**src/rtl/ptx_pkg.sv**
```systemverilog
// Shared state encoding and width helpers for the PTX call sequencer.
package ptx_pkg;

  localparam int MAX_CH = 16;

  typedef enum logic [1:0] {
    IDLE  = 2'd0,
    DELAY = 2'd1,
    CALL  = 2'd2
  } ptx_state_e;

  // Index width that never collapses to zero bits for single-entry ranges.
  function automatic int idx_w(input int n);
    return (n > 1) ? $clog2(n) : 1;
  endfunction

endpackage

```
**src/rtl/ptx_rr_arb.sv**
```systemverilog
// Combinational round-robin picker: first set request at or above ptr_i, wrapping.
// Zero latency; no flow control of its own.
module ptx_rr_arb import ptx_pkg::*; #(
  parameter  int NUM_CH = 4,
  localparam int CH_W   = idx_w(NUM_CH)
) (
  input  logic [NUM_CH-1:0] req_i,
  input  logic [CH_W-1:0]   ptr_i,
  output logic              vld_o,
  output logic [CH_W-1:0]   idx_o
);

  logic [CH_W-1:0] cand;

  always_comb begin
    vld_o = 1'b0;
    idx_o = '0;
    cand  = '0;
    for (int k = 0; k < NUM_CH; k++) begin
      cand = CH_W'((int'(ptr_i) + k) % NUM_CH);
      if (!vld_o && req_i[cand]) begin
        vld_o = 1'b1;
        idx_o = cand;
      end
    end
  end

endmodule

```
**src/rtl/ptx_call_sequencer.sv**
```systemverilog
// Queues per-channel export calls, grants round-robin, delays, then holds call_ev until xpt_rtn.
// Grant one cycle after a request lands; call_ev follows the CALL state by one cycle.
module ptx_call_sequencer import ptx_pkg::*; #(
  parameter  int NUM_CH = 4,
  parameter  int DLY_W  = 2,
  parameter  int DEPTH  = 4,
  localparam int CH_W   = idx_w(NUM_CH),
  localparam int CNT_W  = idx_w(DEPTH + 1)
) (
  input  logic              uClk,
  input  logic              uRst,
  input  logic [NUM_CH-1:0] call_req,
  input  logic              call_en,
  input  logic [DLY_W-1:0]  dly,
  input  logic              xpt_rtn,
  input  logic              ovf_clr,
  output logic              call_ev,
  output logic [CH_W-1:0]   call_ch,
  output logic              has_ptx,
  output logic [NUM_CH-1:0] pend_ovf
);

  ptx_state_e        state_q;
  logic [DLY_W-1:0]  timer_q;
  logic [CH_W-1:0]   call_ch_q;
  logic [CH_W-1:0]   rr_ptr_q;
  logic              call_ev_q;
  logic [NUM_CH-1:0] nz;
  logic              arb_vld;
  logic [CH_W-1:0]   arb_idx;
  logic              grant;

  ptx_rr_arb #(.NUM_CH(NUM_CH)) u_arb (
    .req_i (nz),
    .ptr_i (rr_ptr_q),
    .vld_o (arb_vld),
    .idx_o (arb_idx)
  );

  assign grant = (state_q == IDLE) && call_en && arb_vld;

  for (genvar i = 0; i < NUM_CH; i++) begin : g_ch
    logic [CNT_W-1:0] cnt_q;
    logic [CNT_W-1:0] cnt_d;
    logic             ovf_q;
    logic             dec;
    logic             full;
    logic             inc;

    assign dec   = grant && (arb_idx == CH_W'(i));
    assign full  = (cnt_q == CNT_W'(DEPTH));
    // A grant in the same cycle frees a slot, so a request at DEPTH is still accepted.
    assign inc   = call_req[i] && (!full || dec);
    assign cnt_d = cnt_q + CNT_W'(inc) - CNT_W'(dec);

    always_ff @(posedge uClk or posedge uRst) begin
      if (uRst) begin
        cnt_q <= '0;
        ovf_q <= 1'b0;
      end else begin
        cnt_q <= cnt_d;
        if (call_req[i] && full && !dec) begin
          ovf_q <= 1'b1;
        end else if (ovf_clr) begin
          ovf_q <= 1'b0;
        end
      end
    end

    assign nz[i]       = (cnt_q != '0);
    assign pend_ovf[i] = ovf_q;
  end

  always_ff @(posedge uClk or posedge uRst) begin
    if (uRst) begin
      state_q   <= IDLE;
      timer_q   <= '0;
      call_ch_q <= '0;
      rr_ptr_q  <= '0;
      call_ev_q <= 1'b0;
    end else begin
      call_ev_q <= (state_q == CALL);
      case (state_q)
        IDLE: begin
          if (grant) begin
            call_ch_q <= arb_idx;
            timer_q   <= dly;
            state_q   <= (dly == '0) ? CALL : DELAY;
          end
        end
        DELAY: begin
          timer_q <= timer_q - DLY_W'(1);
          if (timer_q == DLY_W'(1)) begin
            state_q <= CALL;
          end
        end
        CALL: begin
          if (xpt_rtn) begin
            state_q  <= IDLE;
            rr_ptr_q <= (call_ch_q == CH_W'(NUM_CH - 1)) ? '0 : call_ch_q + CH_W'(1);
          end
        end
        default: state_q <= IDLE;
      endcase
    end
  end

  assign call_ev = call_ev_q;
  assign call_ch = call_ch_q;
  assign has_ptx = (state_q != IDLE) || (|nz);

endmodule

```
**config.mk**
```make
export PLATFORM = sky130hd
export DESIGN_NAME = ptx_call_sequencer
export DESIGN_NICKNAME = d
export VERILOG_FILES = /design/src/rtl/ptx_pkg.sv /design/src/rtl/ptx_rr_arb.sv /design/src/rtl/ptx_call_sequencer.sv
export SDC_FILE = /design/constraint.sdc
export NUM_CORES = 1
export LEC_CHECK = 0
export CORE_MARGIN = 2
export CORE_UTILIZATION = 46
export CTS_CLUSTER_SIZE = 24
export DETAILED_ROUTE_END_ITERATION = 8
export PLACE_DENSITY = 0.75
export REMOVE_ABC_BUFFERS = 1
export SETUP_SLACK_MARGIN = 0.5
export SYNTH_ARGS = -nofsm -noshare
export SYNTH_HDL_FRONTEND = slang
export SYNTH_SLANG_ARGS = --single-unit
```
**constraint.sdc**
```tcl
create_clock -name uClk -period 2.73 [get_ports uClk]
set_input_delay 0.546 -clock uClk [delete_from_list [all_inputs] [get_ports uClk]]
set_output_delay 0.546 -clock uClk [all_outputs]
set_load 0.005 [all_outputs]
```
==> results of run 1 <==
[Yosys cell counts (all sizes together) (2+ instances only)]
| cell | n |
|---|---|
| xnor2 | 6 |
| xor2 | 2 |
| inv | 12 |
| ha | 6 |
| a41o | 2 |
| mux2 | 2 |
| nor2b | 2 |
| dfrtp | 25 |
| o21ai | 7 |
| nand3 | 3 |
| o31ai | 2 |
| nand2 | 17 |
| nand2b | 4 |
| nor3 | 7 |
| buf | 4 |
| or3 | 4 |
| nor2 | 8 |
| a21oi | 7 |
| fa | 4 |
| mux2i | 5 |
| o22ai | 2 |
[cells in the final DEF (no fill, tap or decap), drive strengths merged, types with 3 or more instances in the layout]
cell type      instances
a21oi                  7
buf                   26
clkbuf                 5
clkdlybuf4s50         17
dfrtp                 25
fa                     4
ha                     6
inv                   12
mux2i                  5
nand2                 17
nand2b                 4
nand3                  3
nor2                   8
nor3                   7
o21ai                  7
or3                    4
xnor2                  6
[worst reg2reg max path, delay by kind of cell (launching register included)]
family	cells	cell delay, ns
fa+ha+maj	2	0.54
buf+inv	2	0.17
simple gates	2	0.51
compound gates	2	0.34
mux	1	0.19
xor+xnor	2	0.26
flops	1	0.46
[worst max-delay path by stage]
stage / start / endpoint / cells after the start / slack, ns
2_1_floorplan: g_ch[3].cnt_q[1]$_DFF_PP0_ / g_ch[0].cnt_q[2]$_DFF_PP0_ / 9 / 0.25
3_3_place_gp: call_en / g_ch[0].cnt_q[2]$_DFF_PP0_ / 10 / -0.08
3_5_place_dp: call_en / g_ch[0].cnt_q[2]$_DFF_PP0_ / 10 / -0.17
4_1_cts: g_ch[3].cnt_q[2]$_DFF_PP0_ / g_ch[0].cnt_q[2]$_DFF_PP0_ / 9 / 0.24
5_1_grt: g_ch[0].cnt_q[1]$_DFF_PP0_ / g_ch[3].cnt_q[2]$_DFF_PP0_ / 11 / 0.07
6_report: g_ch[1].cnt_q[2]$_DFF_PP0_ / g_ch[3].cnt_q[2]$_DFF_PP0_ / 11 / 0.16
[power breakdown]
part	leakage [nW]	total [mW]	internal, mW	switching, mW
sequential	0.302	0.779	0.565	0.214
clock	0.0150	0.172	0.0573	0.115
combinational	0.564	1.27	0.698	0.573
[stage by stage]
step	utilization (%)	hold slack [ns]
after floorplan	-	0.453
after global placement	55.5	0.475
after detailed placement	55.5	0.494
after CTS	63.0	0.515
after global routing	66.2	0.545
final	66.2	0.507
[sequential cells by signal, indices dropped and copies added (netlist names)]
name        count
call_ch         2
call_ev         1
g_ch.cnt_q     12
g_ch.ovf_q      4
rr_ptr_q        2
state_q         2
timer_q         2
[layout make-up]
class                           count  share of cell area [%]
Timing Repair Buffer               44                    18.9
Clock buffer                        4                    1.31
Sequential cell                    25                    31.5
Inverter                           12                    2.25
Multi-Input combinational cell     99                    43.3
Tap cell                           44                    2.75
[kinds of logic after synthesis]
family | count (synthesis)
AOI/OAI and AO/OA | 24
xor gates and xnor gates | 8
adders and majority gates | 10
buffers and inverters | 17
DFF | 25
muxes | 7
and+or+nand+nor | 50
[routing by layer]
metal  track usage, %  up-vias  share of wire, %
met5                0        -                 0
met4             5.71        0               1.0
met3             2.16        5               2.8
met2             31.4       21                51
met1             23.4      568                45
li1                 -      560                 -
[timing repair]
| action | 4_1_cts | 5_1_grt |
|---|---|---|
| setup buffers | 12 | 8 |
| cloned | 0 | 0 |
| endpoints found under the setup margin | 9 | 9 |
| gates resized for setup | 30 | 13 |
| pin swaps | 18 | 14 |
==> results_dict.tcl, run 1 <==
set metrics [dict create \
    synth_top_area_share_pct 43.3 \
    peakVddDrop_mv 0.506 \
    clock-sinks 25 \
    r2r_cells 11 \
    synth-simple-area-share_pct 18.9 \
    gp_congestion 0.792 \
    status "finished, final reports clean" \
    place_inst 204 \
    cp-end-kind "flip-flop" \
    rows 20 \
    async_flop_share_pct 100 \
    power.leakage_nw 0.882 \
    grt_pass1_vias 1083 \
    hp-start "timer_q[0]$_DFFE_PP0P_" \
    ff_latch_area_um2 632 \
    multiInputGateArea_um2 867 \
    r2r_start "g_ch[1].cnt_q[2]$_DFF_PP0_" \
    tritoncts.num_buffers 3 \
    post_dp_cell_area_um2 1680 \
    drt_iter0_drc 51 \
    r2r_slack_ns 0.16 \
    synth_edf_count 0 \
    hold_viol 0 \
    seq_area_frac_synth_pct 43.3 \
    power_density_nw_per_um2 1110 \
    overflow 0 \
    synth_top_family_by_area "simple AND/OR/NAND/NOR gates" \
    initial_core_util_pct 47.7 \
    cp_num_buf_inv 2 \
    drc 0 \
    routedWlPerCell_um 13.9 \
    relSlewSlack_pct 78.5 \
    coreArea_um2 3030 \
    post-place-ws_ns -0.168 \
    antenna_found_initial 0 \
    slowest_delay_ns 0.46 \
    synth_xor_area_share_pct 4.85 \
    tritoncts "yes" \
    drive_gt1_share_pct 40.2 \
    hold_path_depth 1 \
    avgSynthCellArea_um2 10.2 \
    dr.pass1.iters 4 \
    rsz0062_at_grt "yes" \
    synth_warnings 0 \
    post-route-period-util_pct 94.0 \
    antennaDiodeCount 0 \
    grt_max_degree 26 \
    vias 1154 \
    totalPowerFinal_mw 2.22 \
    report.final.slew_viol_count 0 \
    grt_use_total_pct 18.1 \
    tns_ns 0 \
    num-fill-cells 227 \
    synth_top_cell_by_area "dfrtp_1" \
    drt.antenna.violating_nets 0 \
    cp_max_fo 3 \
    wl_um 3170 \
    fin_cells 228 \
    crit_path_start_kind "flip-flop" \
    synth_mux_area_share_pct 5.03 \
    final_cell_area_um2 2000 \
    area_growth_pct 38.7 \
    r2r-end "g_ch[3].cnt_q[2]$_DFF_PP0_" \
    worstHoldEndpoint "timer_q[0]$_DFFE_PP0P_" \
    min_period_ns 2.57 \
    clock-skew-final_ns 0.0160 \
    worst_pin_slew_ns 0.323 \
    cts_buffer_depth 2 \
    synthTopCellsByArea "dfrtp_1 43%, fa_1 5.5%, ha_1 5.2%" \
    ys.flop_type "dfrtp_1" \
    drv_cap 0 \
    required_ns 2.97 \
    crit_slowest_cell "dfrtp_2" \
    setup_viol_count_final 0 \
    place.port_buffers 18 \
    final_nets 206 \
    ys_types 36 \
    syn_inst 141 \
    cp.arrival_ns 2.81 \
    root_buffer "clkbuf_4" \
    vias_per_cell 5.06 \
    h-tree-depth 1 \
    crit_family "adder cells" \
    die_y_um 60.0 \
    cts_hold_buf 0 \
    timing.fmax_mhz 390 \
    dieArea_um2 3600 \
    die_x_um 60.0 \
    clock_latency_ns 0.33 \
    grt_pass1_wl_um 4840 \
    finalWorstSetupSlack_ns 0.165 \
    crit_chain "or3_4 -> a21oi_4 -> o21a_1 -> buf_4 -> nand3_2 -> mux2i_1 -> ha_2 -> inv_2 -> fa_2 -> xnor2_2 -> xnor2_1" \
    hp-class "flip-flop to flip-flop" \
    path_class "flip-flop to flip-flop" \
    yosys.area_share.adder_pct 10.7 \
    syn_area_um2 1440 \
    cts.clk_slew.worst_paths_ns 0.15 \
    ios 19 \
    synth-compound-area-share_pct 11.0 \
    synth_seq_cells 25 \
    hpwl_um 1980 \
]
Power figures use the tool's default switching activity.
==> run 2, diff against run 1 <==
--- a/config.mk
+++ b/config.mk
@@ -10,5 +10,5 @@
 export CTS_CLUSTER_SIZE = 24
 export DETAILED_ROUTE_END_ITERATION = 8
-export PLACE_DENSITY = 0.75
+export PLACE_DENSITY = 0.68
 export REMOVE_ABC_BUFFERS = 1
 export SETUP_SLACK_MARGIN = 0.5
==> constraint.sdc (replaced) <==
create_clock -name uClk -period 2.73 [get_ports uClk]
set_input_delay 0.6825 -clock uClk [delete_from_list [all_inputs] [get_ports uClk]]
set_output_delay 0.6825 -clock uClk [all_outputs]
set_load 0.005 [all_outputs]
==> results_dict.tcl, run 2 (synthesis gave the netlist of run 1 again) <==
set metrics [dict create \
    power_density_nw_per_um2 1120 \
    intPower_mw 1.29 \
    report.final.slew_viol_count 0 \
    root_buffer "clkbuf_4" \
    seqPwrFrac_pct 35.8 \
    drt.antenna.violating_nets 0 \
    r2r_cells 9 \
    power.leakage_nw 0.850 \
    grt_use_total_pct 18.3 \
    grt_pass1_wl_um 4900 \
    h-tree-depth 1 \
    initial_core_util_pct 47.7 \
    ios 19 \
    mostFrequentLayoutCell "dfrtp_1" \
    setup_viol_count_final 0 \
    cts.clk_slew.worst_paths_ns 0.15 \
    clock_latency_ns 0.32 \
    antennaDiodeCount 0 \
    layout_common_cells "20 x dfrtp_1, 19 x buf_4, 16 x clkdlybuf4s50_1" \
    largest_register_ffs 12 \
    num-fill-cells 255 \
    reg.largest.list "g_ch.cnt_q x12, g_ch.ovf_q x4" \
    post-route-period-util_pct 93.5 \
    status "finished, final reports clean" \
    sw_frac_of_total_pct 40.6 \
    rows 20 \
    drt_iter0_drc 41 \
    power_frac_comb_pct 56.5 \
    peakVddDrop_mv 0.424 \
    clock-sinks 25 \
    hp-start "timer_q[0]$_DFFE_PP0P_" \
    hpwl_um 2080 \
    grt_max_degree 26 \
    worstHoldEndpoint "timer_q[0]$_DFFE_PP0P_" \
    largest_register "g_ch.cnt_q" \
    place.port_buffers 18 \
    crit_path_start_kind "flip-flop" \
    min_period_ns 2.55 \
    overflow 0 \
    pwr-share-clk_pct 7.7 \
    tns_ns 0 \
    drive_gt1_share_pct 35.8 \
    cp-end-kind "flip-flop" \
    rsz0062_at_grt "yes" \
    required_ns 2.95 \
    drc 0 \
    tritoncts.num_buffers 3 \
    hold_path_depth 1 \
    drv_cap 0 \
    final_nets 201 \
    slowest_delay_ns 0.45 \
    fin_util_pct 63.7 \
    hp-class "flip-flop to flip-flop" \
    hold_viol 0 \
    multiInputGateArea_um2 831 \
    crit_chain "nor3_4 -> a21oi_1 -> o22a_2 -> or3_4 -> mux2i_1 -> ha_2 -> fa_2 -> xor2_2 -> xnor2_1" \
    r2r_start "g_ch[3].cnt_q[1]$_DFF_PP0_" \
    post_dp_cell_area_um2 1690 \
    p_switching_uw 877 \
    path_class "flip-flop to flip-flop" \
    die_x_um 60.0 \
    cp_max_fo 5 \
    wl_um 3070 \
    gp_congestion 0.823 \
    antenna_found_initial 0 \
    grt_pass1_vias 1097 \
    r2r-end "g_ch[0].cnt_q[2]$_DFF_PP0_" \
    area_growth_pct 33.6 \
    fin_cells 223 \
    vias_per_cell 5.04 \
    clock-skew-final_ns 0.0124 \
    holdWs_ns 0.509 \
    relSlewSlack_pct 78.2 \
    cp.arrival_ns 2.77 \
    dieArea_um2 3600 \
    worst_pin_slew_ns 0.327 \
    cts_buffer_depth 2 \
    totalPowerFinal_mw 2.16 \
    coreArea_um2 3030 \
    finalWorstSetupSlack_ns 0.178 \
    post-place-ws_ns -0.277 \
    tritoncts "yes" \
    ff_latch_area_um2 632 \
    routedWlPerCell_um 13.8 \
    timing.fmax_mhz 392 \
    die_y_um 60.0 \
    vias 1125 \
    dr.pass1.iters 4 \
    r2r_slack_ns 0.18 \
    final_cell_area_um2 1930 \
    place_inst 205 \
    crit_slowest_cell "dfrtp_2" \
]
==> run 2: changes by cell type in the layout (fill, tap and decap cells not counted), moves of 2 or more <==
cell     before  now
nor3_2        1    3
a21oi_1       3    6
a21oi_2       3    1
buf_4        24   19
==> run 2: final cells by class <==
type	instances	share of cell area, %
clock inverter	1	0.259
inverter	12	2.33
clock buffer	3	1.17
sequential	25	32.7
multi-input combinational	99	43.1
tap	44	2.85
timing repair buffer	39	17.6
==> run 2: what timing repair did <==
action,4_1_cts,5_1_grt
pin swaps,15,14
gates resized for setup,23,13
hold buffers,0,0
setup endpoints to repair,9,9
setup buffers,9,5
==> run 2: how the worst max path moves through the flow <==
| stage | from | end | slack (ns) | cells past startpoint |
|---|---|---|---|---|
| final | g_ch[3].cnt_q[1]$_DFF_PP0_ | g_ch[0].cnt_q[2]$_DFF_PP0_ | 0.18 | 9 |
| after global routing | g_ch[3].cnt_q[1]$_DFF_PP0_ | g_ch[0].cnt_q[2]$_DFF_PP0_ | 0.1 | 9 |
| after CTS | g_ch[1].cnt_q[0]$_DFF_PP0_ | g_ch[0].cnt_q[2]$_DFF_PP0_ | 0.23 | 9 |
| after detailed placement | call_en | g_ch[0].cnt_q[2]$_DFF_PP0_ | -0.28 | 10 |
| after global placement | call_en | g_ch[0].cnt_q[2]$_DFF_PP0_ | -0.22 | 10 |
| after floorplan | call_en | g_ch[0].cnt_q[2]$_DFF_PP0_ | 0.14 | 9 |
==> run 2: per-layer routing <==
metal | global-route usage [%] | vias up | share of wire, %
li1 | - | 552 | -
met1 | 22.9 | 555 | 43
met2 | 32.5 | 16 | 54
met3 | 2.81 | 2 | 2.8
met4 | 4.76 | 0 | 0.49
met5 | 0 | - | 0
==> run 2: worst max-delay path, delay by kind of cell (launching register included) <==
kind	cells	cell delay [ns]
AO/OA/AOI/OAI	2	0.36
multiplexers	1	0.15
AND/OR/NAND/NOR	2	0.67
flip-flops	1	0.45
adder cells (fa/ha/maj)	2	0.54
XOR/XNOR	2	0.30
==> run 2: power by group through the flow <==
| stage | combinational (mW) | clock [mW] | sequential, mW |
|---|---|---|---|
| after floorplan | 0.619 | 0 | 0.732 |
| after global placement | 0.834 | 0 | 0.762 |
| after detailed placement | 0.881 | 0 | 0.780 |
| after CTS | 1.10 | 0.171 | 0.764 |
| after global routing | 1.34 | 0.195 | 0.800 |
| final | 1.22 | 0.166 | 0.774 |
==> run 3, diff against run 2 <==
Settings changed: HOLD_SLACK_MARGIN set to 0.06, SLEW_MARGIN set to 30, SYNTH_HIERARCHICAL set to 1.
==> results_dict.tcl, run 3 <==
set metrics [dict create \
    r2r_cells 15 \
    final_nets 231 \
    mostFrequentLayoutCell "buf_4" \
    h-tree-depth 1 \
    grt.met1_usage_pct 24.9 \
    hold_viol 0 \
    synth.most_common_cell "dfrtp_1" \
    busiest_layer "met2" \
    drt.antenna.violating_nets 0 \
    grt_pass1_vias 1214 \
    cp_max_fo 4 \
    r2r-end "g_ch[1].cnt_q[2]$_DFF_PP0_" \
    grt_use_total_pct 20.4 \
    post-place-ws_ns -0.414 \
    hp-class "flip-flop to flip-flop" \
    timing.fmax_mhz 338 \
    avgSynthCellArea_um2 10.1 \
    ys.flop_type "dfrtp_1" \
    syn_area_um2 1460 \
    hp-start "timer_q[1]$_DFFE_PP0P_" \
    ff_latch_area_um2 626 \
    relSlewSlack_pct 78.2 \
    seqPwrFrac_pct 25.3 \
    wl_um 3540 \
    finalWorstSetupSlack_ns -0.231 \
    dieArea_um2 3630 \
    rows 20 \
    routedWlPerCell_um 14.2 \
    grt_pass1_wl_um 5400 \
    area_growth_pct 54.2 \
    cp_num_cells 15 \
    coreArea_um2 3030 \
    drc 0 \
    power.leakage_nw 1.02 \
    hpwl_um 2320 \
    post_dp_cell_area_um2 1870 \
    dr.pass1.iters 5 \
    pwr-share-clk_pct 5.9 \
    synth_top_area_share_pct 42.9 \
    root_buffer "clkbuf_4" \
    synth_warnings 6 \
    r2r_slack_ns -0.23 \
    crit_slowest_cell "or3_4" \
    intPower_mw 1.70 \
    async_flop_share_pct 100 \
    slowest_delay_ns 0.44 \
    seq_area_frac_synth_pct 42.9 \
    clock_latency_ns 0.31 \
    cts.clk_slew.worst_paths_ns 0.13 \
    p_switching_mw 1.05 \
    power_density_nw_per_um2 1220 \
    clock-sinks 25 \
    use_met3_pct 2.81 \
    setup_viol_count_final 9 \
    vias_per_cell 5.03 \
    post-route-period-util_pct 108 \
    rsz0062_at_grt "yes" \
    crit_path_end "g_ch[1].cnt_q[2]$_DFF_PP0_" \
    worst_pin_slew_ns 0.326 \
    num-fill-cells 213 \
    crit_top_cell "buf_4" \
    largest_register "g_ch.cnt_q" \
    crit_path_start_kind "flip-flop" \
    die_x_um 60.3 \
    fin_util_pct 74.3 \
    status "finished, violations left" \
    cp-end-kind "flip-flop" \
    cp.arrival_ns 3.18 \
    initial_core_util_pct 48.1 \
    yosys-top-cells-count "25 x dfrtp_1, 23 x inv_1, 10 x ha_1" \
    ys_types 31 \
    clock-skew-final_ns 0.00621 \
    synth_seq_cells 25 \
    drt_iter0_drc 52 \
    startpoint "g_ch[1].cnt_q[2]$_DFF_PP0_" \
    vias 1252 \
    multiInputGateArea_um2 912 \
    ios 19 \
    met2_usage_pct 35.6 \
    path_class "flip-flop to flip-flop" \
    tritoncts "yes" \
    die_y_um 60.3 \
    gp_congestion 0.780 \
    totalPowerFinal_mw 2.75 \
    overflow 0 \
    place.port_buffers 18 \
    peakVddDrop_mv 0.605 \
    cts_buffer_depth 2 \
    violations "negative setup slack" \
    grt_max_degree 26 \
    required_ns 2.95 \
    synthTopCellsByArea "dfrtp_1 43%, ha_1 8.6%, inv_1 5.9%" \
    synth_top_cell_by_area "dfrtp_1" \
    drive_gt1_share_pct 44.4 \
    sw_frac_of_total_pct 38.1 \
    syn_inst 145 \
    crit_family "adder cells" \
    synth_edf_count 0 \
    layout_common_cells "37 x buf_4, 25 x dfrtp_1, 18 x inv_1, 18 x clkdlybuf4s50_1, 8 x nand2_1" \
    cts_hold_buf 0 \
    reg.largest.list "g_ch.cnt_q x12, g_ch.ovf_q x4" \
    antennaDiodeCount 0 \
    final_cell_area_um2 2250 \
    largest_register_ffs 12 \
    report.final.slew_viol_count 0 \
    cp_num_buf_inv 5 \
    r2r_start "g_ch[1].cnt_q[2]$_DFF_PP0_" \
    drv_cap 0 \
    min_period_ns 2.96 \
    crit_chain "or3_4 -> a21oi_2 -> o21ai_1 -> a21oi_2 -> buf_4 -> buf_4 -> nor3b_4 -> buf_4 -> buf_6 -> ha_4 -> inv_2 -> ha_4 -> fa_2 -> xnor2_2 -> xnor2_1" \
    tritoncts.num_buffers 3 \
    power_frac_comb_pct 68.8 \
    antenna_found_initial 0 \
]
## run 3: cell count changes after synthesis, sizes merged, moves of 3 or more
cell / before / now
nor3b: 0 / 3
mux2i: 5 / 0
inv: 12 / 24
ha: 6 / 10
nand2: 17 / 9
nor3: 7 / 1
## run 3: cell type report
type / count / share of cell area, %
flip-flops and latches: 25 / 27.8
repair buffers: 62 / 23.9
multi-input cells: 90 / 40.6
well taps: 44 / 2.45
inverters: 24 / 4.12
clock buffers: 4 / 1.17
## run 3: what timing repair did
item / in CTS / in global routing
resized for setup: 32 / 22
setup endpoints to repair: 13 / 13
pin swaps: 20 / 22
setup buffers: 6 / 9
cloned: 0 / 0
## run 3: stage by stage
step | setup TNS, ns | cells | hold WS [ns]
after global placement | -1.87 | 230 | 0.512
after global routing | -1.83 | 249 | 0.590
after floorplan | -1.28 | 139 | 0.485
final | -0.966 | 249 | 0.535
after CTS | -1.23 | 240 | 0.541
after detailed placement | -2.18 | 230 | 0.513
## run 3: how the worst min path moves through the flow
stage / endpoint / slack, ns / cells after the start
floorplan: timer_q[1]$_DFFE_PP0P_ / 0.48 / 2
global placement: timer_q[1]$_DFFE_PP0P_ / 0.51 / 2
detailed placement: timer_q[1]$_DFFE_PP0P_ / 0.51 / 2
CTS: timer_q[1]$_DFFE_PP0P_ / 0.54 / 2
global route: call_ch[1]$_DFFE_PP0P_ / 0.59 / 1
finish: timer_q[1]$_DFFE_PP0P_ / 0.54 / 2
## run 3: layer usage
| metal | vias to the layer above | share of wire (%) |
|---|---|---|
| met2 | 33 | 53 |
| met1 | 612 | 42 |
| li1 | 601 | - |
| met5 | - | 0 |
| met4 | 0 | 1.7 |
| met3 | 6 | 3.3 |
## run 3: worst reg2reg max path, delay by kind of cell, from the launching register on
| kind | cells | cell delay [ns] |
|---|---|---|
| AO/OA/AOI/OAI | 3 | 0.39 |
| XOR/XNOR | 2 | 0.27 |
| adder cells (fa/ha/maj) | 3 | 0.74 |
| buffers and inverters | 5 | 0.57 |
| flip-flops | 1 | 0.41 |
| AND/OR/NAND/NOR | 2 | 0.48 |
## run 3: power groups by stage
| stage | Clock [mW] | Combinational [mW] | Sequential, mW |
|---|---|---|---|
| 2_1_floorplan | 0 | 0.703 | 0.710 |
| 6_report | 0.162 | 1.89 | 0.695 |
| 3_3_place_gp | 0 | 1.27 | 0.672 |
| 3_5_place_dp | 0 | 1.34 | 0.682 |
| 5_1_grt | 0.184 | 2.05 | 0.715 |
| 4_1_cts | 0.163 | 1.64 | 0.682 |
## run 3: kinds of logic after synthesis
logic type / share of synthesized area, %
and+or+nand+nor: 16.4
buffers and inverters: 9.10
xor gates and xnor gates: 4.81
adders and majority gates: 14.1
muxes: 3.09
AOI/OAI and AO/OA: 9.61
DFF: 42.9
